### src/rtl/scan_capture.sv
// Receiver for the multiplexed digit-scan bus: de-glitches each select dwell,
// rebuilds the 8-digit frame and flags duplicated positions and scan stalls.
module scan_capture #(
  parameter int SETTLE  = 4,
  parameter int TIMEOUT = 1024
) (
  input  logic        clk,
  input  logic        rst,
  input  logic [3:0]  scan_data,
  input  logic [2:0]  scan_sel,
  input  logic        err_clr,
  output logic [31:0] frame,
  output logic        frame_valid,
  output logic [7:0]  frame_cnt,
  output logic        dup_err,
  output logic        stall
);

  localparam logic [3:0]  SETTLE_C  = 4'(SETTLE);
  localparam logic [3:0]  SETTLE_M1 = 4'(SETTLE - 1);
  localparam logic [15:0] TIMEOUT_C = 16'(TIMEOUT);

  logic [2:0]  sel_q,         sel_d;
  logic [3:0]  c_q,           c_d;
  logic [15:0] idle_q,        idle_d;
  logic [31:0] shadow_q,      shadow_d;
  logic [7:0]  seen_q,        seen_d;
  logic [31:0] frame_q,       frame_d;
  logic        frame_valid_q, frame_valid_d;
  logic [7:0]  frame_cnt_q,   frame_cnt_d;
  logic        dup_err_q,     dup_err_d;
  logic        stall_q,       stall_d;

  logic        sel_change;
  logic        capture;
  logic        timed_out;
  logic [7:0]  pos_bit;
  logic [7:0]  seen_base;
  logic [31:0] shadow_upd;

  always_comb begin
    // NOTE: every signal gets a value before any branch so no latch is inferred.
    sel_d         = scan_sel;
    c_d           = c_q;
    idle_d        = idle_q;
    shadow_d      = shadow_q;
    seen_d        = seen_q;
    frame_d       = frame_q;
    frame_valid_d = 1'b0;
    frame_cnt_d   = frame_cnt_q;
    dup_err_d     = err_clr ? 1'b0 : dup_err_q;
    stall_d       = stall_q;

    sel_change = (scan_sel != sel_q);
    capture    = !sel_change && (c_q == SETTLE_M1);
    timed_out  = (idle_q == TIMEOUT_C);
    pos_bit    = 8'b1 << scan_sel;
    // A timed-out partial frame is dropped before any capture on the same edge.
    seen_base  = timed_out ? 8'h00 : seen_q;
    shadow_upd = shadow_q;
    shadow_upd[{scan_sel, 2'b00} +: 4] = scan_data;

    if (sel_change) begin
      c_d = 4'd1;
    end else if (c_q != SETTLE_C) begin
      c_d = c_q + 4'd1;
    end

    if (timed_out) begin
      stall_d = 1'b1;
      seen_d  = 8'h00;
    end else begin
      idle_d = idle_q + 16'd1;
    end

    if (capture) begin
      shadow_d = shadow_upd;
      idle_d   = 16'd0;
      stall_d  = 1'b0;
      if ((seen_base & pos_bit) != 8'h00) begin
        dup_err_d = 1'b1;
        seen_d    = seen_base;
      end else if ((seen_base | pos_bit) == 8'hFF) begin
        frame_d       = shadow_upd;
        frame_valid_d = 1'b1;
        frame_cnt_d   = frame_cnt_q + 8'd1;
        seen_d        = 8'h00;
      end else begin
        seen_d = seen_base | pos_bit;
      end
    end
  end

  // NOTE: sequential state uses non-blocking assignments so every register
  // samples the pre-edge values regardless of statement order.
  always_ff @(posedge clk or posedge rst) begin
    if (rst) begin
      sel_q         <= 3'd0;
      c_q           <= 4'd0;
      idle_q        <= 16'd0;
      // NOTE: the shadow digits are reset too, so a frame assembled right
      // after reset never carries stale or X nibbles.
      shadow_q      <= 32'd0;
      seen_q        <= 8'h00;
      frame_q       <= 32'd0;
      frame_valid_q <= 1'b0;
      frame_cnt_q   <= 8'd0;
      dup_err_q     <= 1'b0;
      stall_q       <= 1'b0;
    end else begin
      sel_q         <= sel_d;
      c_q           <= c_d;
      idle_q        <= idle_d;
      shadow_q      <= shadow_d;
      seen_q        <= seen_d;
      frame_q       <= frame_d;
      frame_valid_q <= frame_valid_d;
      frame_cnt_q   <= frame_cnt_d;
      dup_err_q     <= dup_err_d;
      stall_q       <= stall_d;
    end
  end

  assign frame       = frame_q;
  assign frame_valid = frame_valid_q;
  assign frame_cnt   = frame_cnt_q;
  assign dup_err     = dup_err_q;
  assign stall       = stall_q;

endmodule
### config.mk
export PLATFORM = sky130hd
export DESIGN_NAME = scan_capture
export DESIGN_NICKNAME = d
export VERILOG_FILES = /design/src/rtl/scan_capture.sv
export SDC_FILE = /design/constraint.sdc
export NUM_CORES = 1
export LEC_CHECK = 0
export CAP_MARGIN = 25
export CELL_PAD_IN_SITES_DETAIL_PLACEMENT = 1
export CELL_PAD_IN_SITES_GLOBAL_PLACEMENT = 1
export CORE_MARGIN = 5
export CORE_UTILIZATION = 42
export CTS_BUF_LIST = sky130_fd_sc_hd__clkbuf_8
export DETAILED_ROUTE_END_ITERATION = 16
export GPL_ROUTABILITY_DRIVEN = 1
export PLACE_DENSITY_LB_ADDON = 0.12
export SLEW_MARGIN = 20
export SYNTH_ARGS = -nofsm -noshare
export SYNTH_HDL_FRONTEND = slang
export SYNTH_SLANG_ARGS = --single-unit
### constraint.sdc
create_clock -name clk -period 4.15 [get_ports clk]
set_input_delay 1.245 -clock clk [delete_from_list [all_inputs] [get_ports clk]]
set_output_delay 1.245 -clock clk [all_outputs]
set_load 0.01 [all_outputs]
==> results of run 1 <==
-- worst min-delay path, cell delays in order, from the launching register on --
cell and delay, ns:
dfrtp_1 0.35, nand2_1 0.05, o21ai_0 0.06
-- final timing paths --
kind,startpoint,to,slack (ns),depth (start not counted)
max,scan_sel[2],frame[15]$_DFFE_PP0P_,0.49,9
min,frame[4]$_DFFE_PP0P_,frame[4]$_DFFE_PP0P_,0.49,2
max reg2reg,idle_q[0]$_DFFE_PP0P_,frame[15]$_DFFE_PP0P_,1.59,9
min reg2reg,frame[4]$_DFFE_PP0P_,frame[4]$_DFFE_PP0P_,0.49,2
max in group asynchronous,rst,sel_q[1]$_DFF_PP0_,2.10,3
min in group asynchronous,rst,frame[21]$_DFFE_PP0P_,1.30,2
-- layout by cell type, fill, tap and decap left out, types with 3 or more instances in the layout --
master and n:
a21oi_1 5, a22oi_1 3, a32oi_1 5, and3_1 6, and4_1 3, buf_4 18
clkbuf_8 9, clkdlybuf4s50_1 52, dfrtp_1 106, ha_1 11, inv_1 11, inv_6 3
mux2_2 32, mux2i_1 33, nand2_1 50, nand3_1 15, nand4_1 5, nor2_1 40
nor4_2 3, o21ai_0 37, xnor2_1 5, xnor2_2 3, xor2_1 16
-- cell usage after synthesis (2+ instances only) --
library cell | count | share of area (%)
and3_1 | 6 | 0.76
o22ai_1 | 2 | 0.25
a211o_1 | 2 | 0.35
o21ai_0 | 37 | 3.7
nor2_1 | 40 | 3.0
nor4_1 | 2 | 0.25
inv_1 | 12 | 0.91
ha_1 | 11 | 2.8
nor3b_1 | 2 | 0.30
a32oi_1 | 5 | 0.88
nand4_1 | 5 | 0.63
a21oi_1 | 5 | 0.50
clkbuf_1 | 13 | 0.98
xnor2_2 | 3 | 0.98
nor3b_2 | 2 | 0.50
xnor2_1 | 5 | 0.88
nand3_1 | 15 | 1.5
nand2_1 | 50 | 3.8
a2111o_1 | 2 | 0.45
and4_1 | 3 | 0.53
buf_6 | 3 | 0.68
dfrtp_1 | 106 | 53
nand2b_1 | 2 | 0.25
nor3_1 | 2 | 0.20
mux2_2 | 32 | 7.3
mux2i_1 | 33 | 6.7
buf_2 | 3 | 0.30
nand3b_1 | 2 | 0.30
nor2b_1 | 2 | 0.25
a22oi_1 | 3 | 0.45
xor2_1 | 16 | 2.8
nor4_2 | 3 | 0.76
-- state kept, by name, indices dropped and copies added, names as in the netlist --
| register | cells |
|---|---|
| stall | 1 |
| frame | 32 |
| seen_q | 8 |
| dup_err | 1 |
| sel_q | 3 |
| c_q | 4 |
| idle_q | 16 |
| frame_valid | 1 |
| frame_cnt | 8 |
| shadow_q | 32 |
-- cell type report --
cell class / instances / area [sq um] / share of cell area [%]
Sequential cell: 106 / 2653 / 44.74
Multi-Input combinational cell: 305 / 2167 / 36.56
Clock buffer: 9 / 123.9 / 2.089
Timing Repair Buffer: 71 / 675.6 / 11.40
Inverter: 12 / 47.55 / 0.8020
Clock inverter: 7 / 82.58 / 1.393
Tap cell: 143 / 178.9 / 3.018
-- layer usage --
layer | up-vias | part of all wire, % | track usage [%]
li1 | 1666 | - | -
met1 | 1722 | 46 | 21.49
met2 | 54 | 50 | 28.13
met3 | 13 | 3.4 | 4.871
met4 | 0 | 1.1 | 3.910
met5 | - | 0 | 0
-- metrics by stage --
stage | hold WS (ns) | power [uW] | util [%]
detailed placement | 0.4747 | 1430 | 49.68
CTS | 0.4991 | 2106 | 51.48
global placement | 0.4652 | 1415 | 49.68
global route | 0.5280 | 2198 | 51.48
floorplan | 0.4786 | 1331 | -
finish | 0.4898 | 2070 | 51.48
-- report_power, final --
group / total (uW) / internal [uW] / leakage (uW) / switching, uW
clock: 668 / 289 / 0.0000988 / 378
combinational: 253 / 112 / 0.00123 / 140
sequential: 1150 / 1090 / 0.00145 / 55.6
total: 2070 / 1500 / 0.00278 / 575
-- kinds of logic after synthesis --
logic type                 count (synthesis)  synth area share [%]
muxes                                     66                 14.14
DFF                                      106                 53.43
adders and majority gates                 11                 2.772
AOI/OAI and AO/OA                         62                 7.787
and+or+nand+nor                          142                 14.24
xor gates and xnor gates                  24                 4.687
buffers and inverters                     32                 2.948
==> results.yml, run 1 <==
setup_path:
  startpoint_type: "input port"
  worstPathCellList: "clkdlybuf4s50_1 > inv_1 > ha_1 > a222oi_1 > a21oi_1 > a211o_2 > buf_4 > nand2_1 > o21ai_0"
  slowest_delay_ns: 0.73
  cp_top_family: "buffers and inverters"
  worstSetupEndpointType: "flop"
  slowest_stage: "clkdlybuf4s50_1"
  crit_arrival_ns: 3.91
  worstPathRequired_ns: 4.40
  critPathKind: "input port to flop"
  worst-path-buf-inv: 3
  crit_fanout: 46
synth:
  synthArstFlopShare_pct: 100.0
  syn-num-nets: 464
  synth_seq_cells: 106
  synth_edf_count: 0
  synth_warnings: 0
  yosys.cell_types.count: 46
  syn_area_sq_um: 4965
  syn_avg_cell_area_sq_um: 11.21
  synthCells: 443
  seq_area_frac_synth_pct: 53.43
  synth_flop_cell: "dfrtp_1"
routing:
  viasPerCell: 5.291
  first_iter_violations: 197
  drtPass1Iterations: 5
  route.detailed.drc: 0
  drt_wl_total_mm: 11.05
  drtAntennaViolNets: 0
  vias: 3455
  post_drt_wl_per_cell_um: 16.93
outcome:
  status: "complete, no violations"
timing:
  period_minus_slack_ns: 3.659
  setup_viol: 0
  worstMarginPinSlew_ns: 0.6797
  final_hold_viol_count: 0
  slew_headroom_pct: 54.54
  timing.fmax_ghz: 0.2733
  setup_tns_ns: 0
  finClkSkew_ns: 0.01687
  slew_violations: 0
  period_share_pct: 88.17
  layout_setup_ws_ns: 0.4908
  rsz0062_at_grt: "no"
final_layout:
  area_growth_pct: 19.41
  finish.net_count: 526
  layout.cells.non_filler: 653
  final_area_sq_um: 5928
  drive_gt1_share_pct: 15.88
  diodes: 0
  final.fill_count: 1256
placed_design:
  gp_congestion: 0.8502
  placedCellCount: 637
  dp_slack_ns: 0.1251
  io_buffer_count: 52
  placed_area_sq_um: 5722
  hpwl_mm: 7.908
clocking:
  path_clk_slew_ns: 0.10
  post_cts_buffers: 0
  cts_sinks: 106
  clock_latency_ns: 0.39
  root_buffer: "clkbuf_8"
  hold_buffers: 0
  numCtsBuffers: 9
  clockBufferDepth: 2
  htree_levels: 3
  cts-resized-gates: 0
  cts_tree: "built"
power:
  vdd_drop_max_uv: 334.0
  powerDensity_nw_per_um2: 349.3
  leakage_uw: 0.002776
global_routing:
  first_global_vias: 3726
  grt_pass1_wl_mm: 19.04
  grt_max_degree: 58
  gr-total-overflow: 0
  grt_usage_pct: 16.75
  antenna_found_initial: 0
job:
  cap_violations: 0
floorplanning:
  die_area_sq_um: 14100
  num_rows: 39
  start_util_pct: 43.11
  coreArea_sq_um: 11520
  num_io_pins: 53
  die_x_um: 118.7
  die_h_um: 118.7
hold_path:
  worstHoldPathType: "flop to flop"
(Power assumes the default switching activity.)
==> run 2, diff against run 1 <==
--- a/config.mk
+++ b/config.mk
@@ -5,7 +5,7 @@
 export SDC_FILE = /design/constraint.sdc
 export NUM_CORES = 1
 export LEC_CHECK = 0
-export CAP_MARGIN = 25
+export CAP_MARGIN = 20
 export CELL_PAD_IN_SITES_DETAIL_PLACEMENT = 1
 export CELL_PAD_IN_SITES_GLOBAL_PLACEMENT = 1
 export CORE_MARGIN = 5
@@ -14,7 +14,6 @@
 export DETAILED_ROUTE_END_ITERATION = 16
 export GPL_ROUTABILITY_DRIVEN = 1
 export PLACE_DENSITY_LB_ADDON = 0.12
-export SLEW_MARGIN = 20
 export SYNTH_ARGS = -nofsm -noshare
 export SYNTH_HDL_FRONTEND = slang
 export SYNTH_SLANG_ARGS = --single-unit
==> results of run 2 <==
Same layout as run 1: the final DEF is identical, and so are final timing and power.
==> patch 1, RTL diff (settings of run 1) <==
Make the reset (`rst`) synchronous in one clocked block.
--- a/src/rtl/scan_capture.sv
+++ b/src/rtl/scan_capture.sv
@@ -94,5 +94,5 @@
   // NOTE: sequential state uses non-blocking assignments so every register
   // samples the pre-edge values regardless of statement order.
-  always_ff @(posedge clk or posedge rst) begin
+  always_ff @(posedge clk) begin
     if (rst) begin
       sel_q         <= 3'd0;
Behaviour: differs if rst is asserted again (counterexample within 10 cycles, from zero or initial values and one cycle with rst high); with rst held inactive, the same outputs for 10 cycles.
==> patch 1 against run 1 <==
Sequential cell count unchanged. Final area increased by 1.4%. Via count increased by 35%. Synthesized area increased by 2.8%. First-iteration DRC count increased by 25%. Worst setup slack got worse by 0.018 ns. Cell count increased by 24%. Wire length increased by 27%. Critical path type unchanged.
Power is not compared: it rests on default switching activity, and its combinational part moved more than twofold at a synthesized area within 25%.
==> patch 1: results (changes against run 1) <==
metric	value	unit	change
routed-wl-met3	377	um	was 372 um
drt_pre_antenna_iters	4		was 5
grt_usage	0.200		was 0.168
compound_gate_portion_of_the_synthesized_area	0.192		was 0.0779
layout.nets	681		was 526
hold-path-endpoint	shadow_q[21]$_SDFFE_PP0P_		was frame[4]$_DFFE_PP0P_
multiInputGateArea	2760	um2	was 2170 um2
placed_instance_area	5810	um2	was 5720 um2
fillerInstances	1473		was 1,256
globalRouteMet2Util	0.353		was 0.281
groute.layer.met1.usage	0.244		was 0.215
outcome	finished, final reports clean		unchanged
worst_ep_arrival_time	4.00	ns	was 3.91 ns
detail_route.wirelength	14100	um	was 11,100 um
sequential_cell_area	2120	um2	was 2650 um2
nClkBuffers	11		was 9
rr_worst_depth	6		was 9
clock_area_frac	0.0341		was 0.0348
gr-usage-met3	0.0491		was 0.0487
ys_async_sr_fraction	0		was 1.00
synth_top_cells_by_area	sky130_fd_sc_hd__dfxtp_1, sky130_fd_sc_hd__a21oi_1, sky130_fd_sc_hd__o21ai_0		was sky130_fd_sc_hd__dfrtp_1, sky130_fd_sc_hd__mux2_2, sky130_fd_sc_hd__mux2i_1
layout-drive-gt1-share	0.120		was 0.159
ys_top_cells_by_count	sky130_fd_sc_hd__dfxtp_1, sky130_fd_sc_hd__a21oi_1, sky130_fd_sc_hd__o21ai_0		was sky130_fd_sc_hd__dfrtp_1, sky130_fd_sc_hd__nand2_1, sky130_fd_sc_hd__nor2_1
hpwlAfterDp	9610	um	was 7910 um
non_clock_buffer_area_share	0.117		was 0.114
largest_net_degree_at_the_start_of_global_routing	49		was 58
-- patch 1: report_power, final --
part / total (W) / switching (W) / internal (W)
clock network: 0.000668 / 0.000359 / 0.000309
registers: 0.00103 / 0.00000549 / 0.00102
logic: 0.000124 / 0.0000776 / 0.0000465
-- patch 1: worst max path at each step --
| stage | from | to | slack, ns | cells past startpoint |
|---|---|---|---|---|
| 6_report | scan_sel[1] | frame_cnt[3]$_SDFFE_PP0P_ | 0.47 | 9 |
| 5_1_grt | scan_sel[0] | frame_cnt[4]$_SDFFE_PP0P_ | 0.30 | 9 |
| 4_1_cts | scan_sel[1] | frame_cnt[5]$_SDFFE_PP0P_ | 0.47 | 9 |
| 3_5_place_dp | scan_sel[1] | frame_cnt[5]$_SDFFE_PP0P_ | 0.07 | 9 |
| 3_3_place_gp | scan_sel[0] | frame_cnt[5]$_SDFFE_PP0P_ | 0.23 | 9 |
| 2_1_floorplan | scan_sel[0] | frame_cnt[6]$_SDFFE_PP0P_ | 0.37 | 11 |
==> patch 2, RTL diff (settings of run 1) <==
Without the edit above. `TIMEOUT`: 1024 -> 768.
--- a/src/rtl/scan_capture.sv
+++ b/src/rtl/scan_capture.sv
@@ -3,5 +3,5 @@
 module scan_capture #(
   parameter int SETTLE  = 4,
-  parameter int TIMEOUT = 1024
+  parameter int TIMEOUT = 768
 ) (
   input  logic        clk,
Behaviour: no difference found for any inputs over 10 cycles, from zero or initial values and one cycle with rst high; that may be too few to reach the edited logic, so the function may still have changed.
==> patch 2 against run 1 <==
Global-route usage decreased by 0.16 points. First-iteration DRC count decreased by 22%. Synthesized area increased by 0.83%. Count of clock-buffer cells in the layout unchanged. Worst setup slack improved by 0.14 ns. Sequential cell count unchanged. Power decreased by 5.5%. Final area decreased by 0.84%. Wire length increased by 0.93%. Critical path type unchanged. Critical endpoint is now frame_cnt[5]$_DFFE_PP0P_.
==> patch 2: results (changes against run 1) <==
metric	value	unit	change
grt_first_pass_wirelength	18900	um	was 19,000 um
critical_path.max_fanout	7		was 46
worst_ep_arrival_time	3.81	ns	was 3.91 ns
outcome	finished, final reports clean		unchanged
gr-usage-met3	0.0507		was 0.0487
placed_instance_area	5710	um2	was 5720 um2
wirelength_met1	5170	um	was 5070 um
crit-reg2reg-capture	frame_cnt[5]$_DFFE_PP0P_		was frame[15]$_DFFE_PP0P_
worst-slew-pin-transition	0.886	ns	was 0.680 ns
layout.nets	522		was 526
synthesis.nets	466		was 464
layout-drive-gt1-share	0.142		was 0.159
postSynthAreaPerCell	11.2	um2	about the same
fillerInstances	1241		was 1,256
synth_top_cells_by_area	sky130_fd_sc_hd__dfrtp_1, sky130_fd_sc_hd__mux2_2, sky130_fd_sc_hd__mux2i_1		unchanged
hold-path-endpoint	frame_cnt[7]$_DFFE_PP0P_		was frame[4]$_DFFE_PP0P_
grt_usage	0.166		was 0.168
globalRouteMet2Util	0.283		was 0.281
place.gp.congestion	0.818		was 0.850
groute.layer.met1.usage	0.208		was 0.215
rr_worst_depth	8		was 9
drt_pre_antenna_iters	4		was 5
placed_cells_incl_taps	633		was 637
power.static_leakage	2.76	nW	was 2.78 nW
synth-seq-area-share	0.530		was 0.534
[patch 2: final cells by class]
type	count	area share
Timing Repair Buffer	64	0.108
Multi-Input combinational cell	307	0.372
Sequential cell	106	0.451
Inverter	13	0.00873
Tap cell	143	0.0304
Clock inverter	7	0.00788
Clock buffer	9	0.0211
[patch 2: worst max-delay path by stage]
| stage | start | end | cells after the start |
|---|---|---|---|
| after floorplan | rst | c_q[0]$_DFFE_PP0P_ | 1 |
| after global placement | scan_sel[1] | shadow_q[27]$_DFFE_PP0P_ | 9 |
| after detailed placement | scan_sel[1] | frame[9]$_DFFE_PP0P_ | 10 |
| after CTS | scan_sel[1] | frame_cnt[5]$_DFFE_PP0P_ | 9 |
| after global routing | scan_sel[1] | frame_cnt[5]$_DFFE_PP0P_ | 9 |
| final | scan_sel[1] | frame_cnt[5]$_DFFE_PP0P_ | 9 |
[patch 2: report_power, final]
| group | internal, W | switching, W |
|---|---|---|
| registers | 0.00109 | 0.0000587 |
| clock network | 0.000217 | 0.000350 |
| logic | 0.000107 | 0.000134 |
| total | 0.00141 | 0.000542 |
[patch 2: kinds of logic after synthesis]
group / count (synthesis) / synth area share
DFF: 106 / 0.530
xor gates and xnor gates: 24 / 0.0435
muxes: 66 / 0.140
AOI/OAI and AO/OA: 64 / 0.0842
and+or+nand+nor: 142 / 0.140
buffers and inverters: 32 / 0.0345
adders and majority gates: 11 / 0.0275
[patch 2: through the flow]
| step | utilization | hold slack (ns) |
|---|---|---|
| 2_1_floorplan | - | 0.479 |
| 3_3_place_gp | 0.494 | 0.456 |
| 3_5_place_dp | 0.494 | 0.474 |
| 4_1_cts | 0.508 | 0.491 |
| 5_1_grt | 0.508 | 0.492 |
| 6_report | 0.508 | 0.489 |
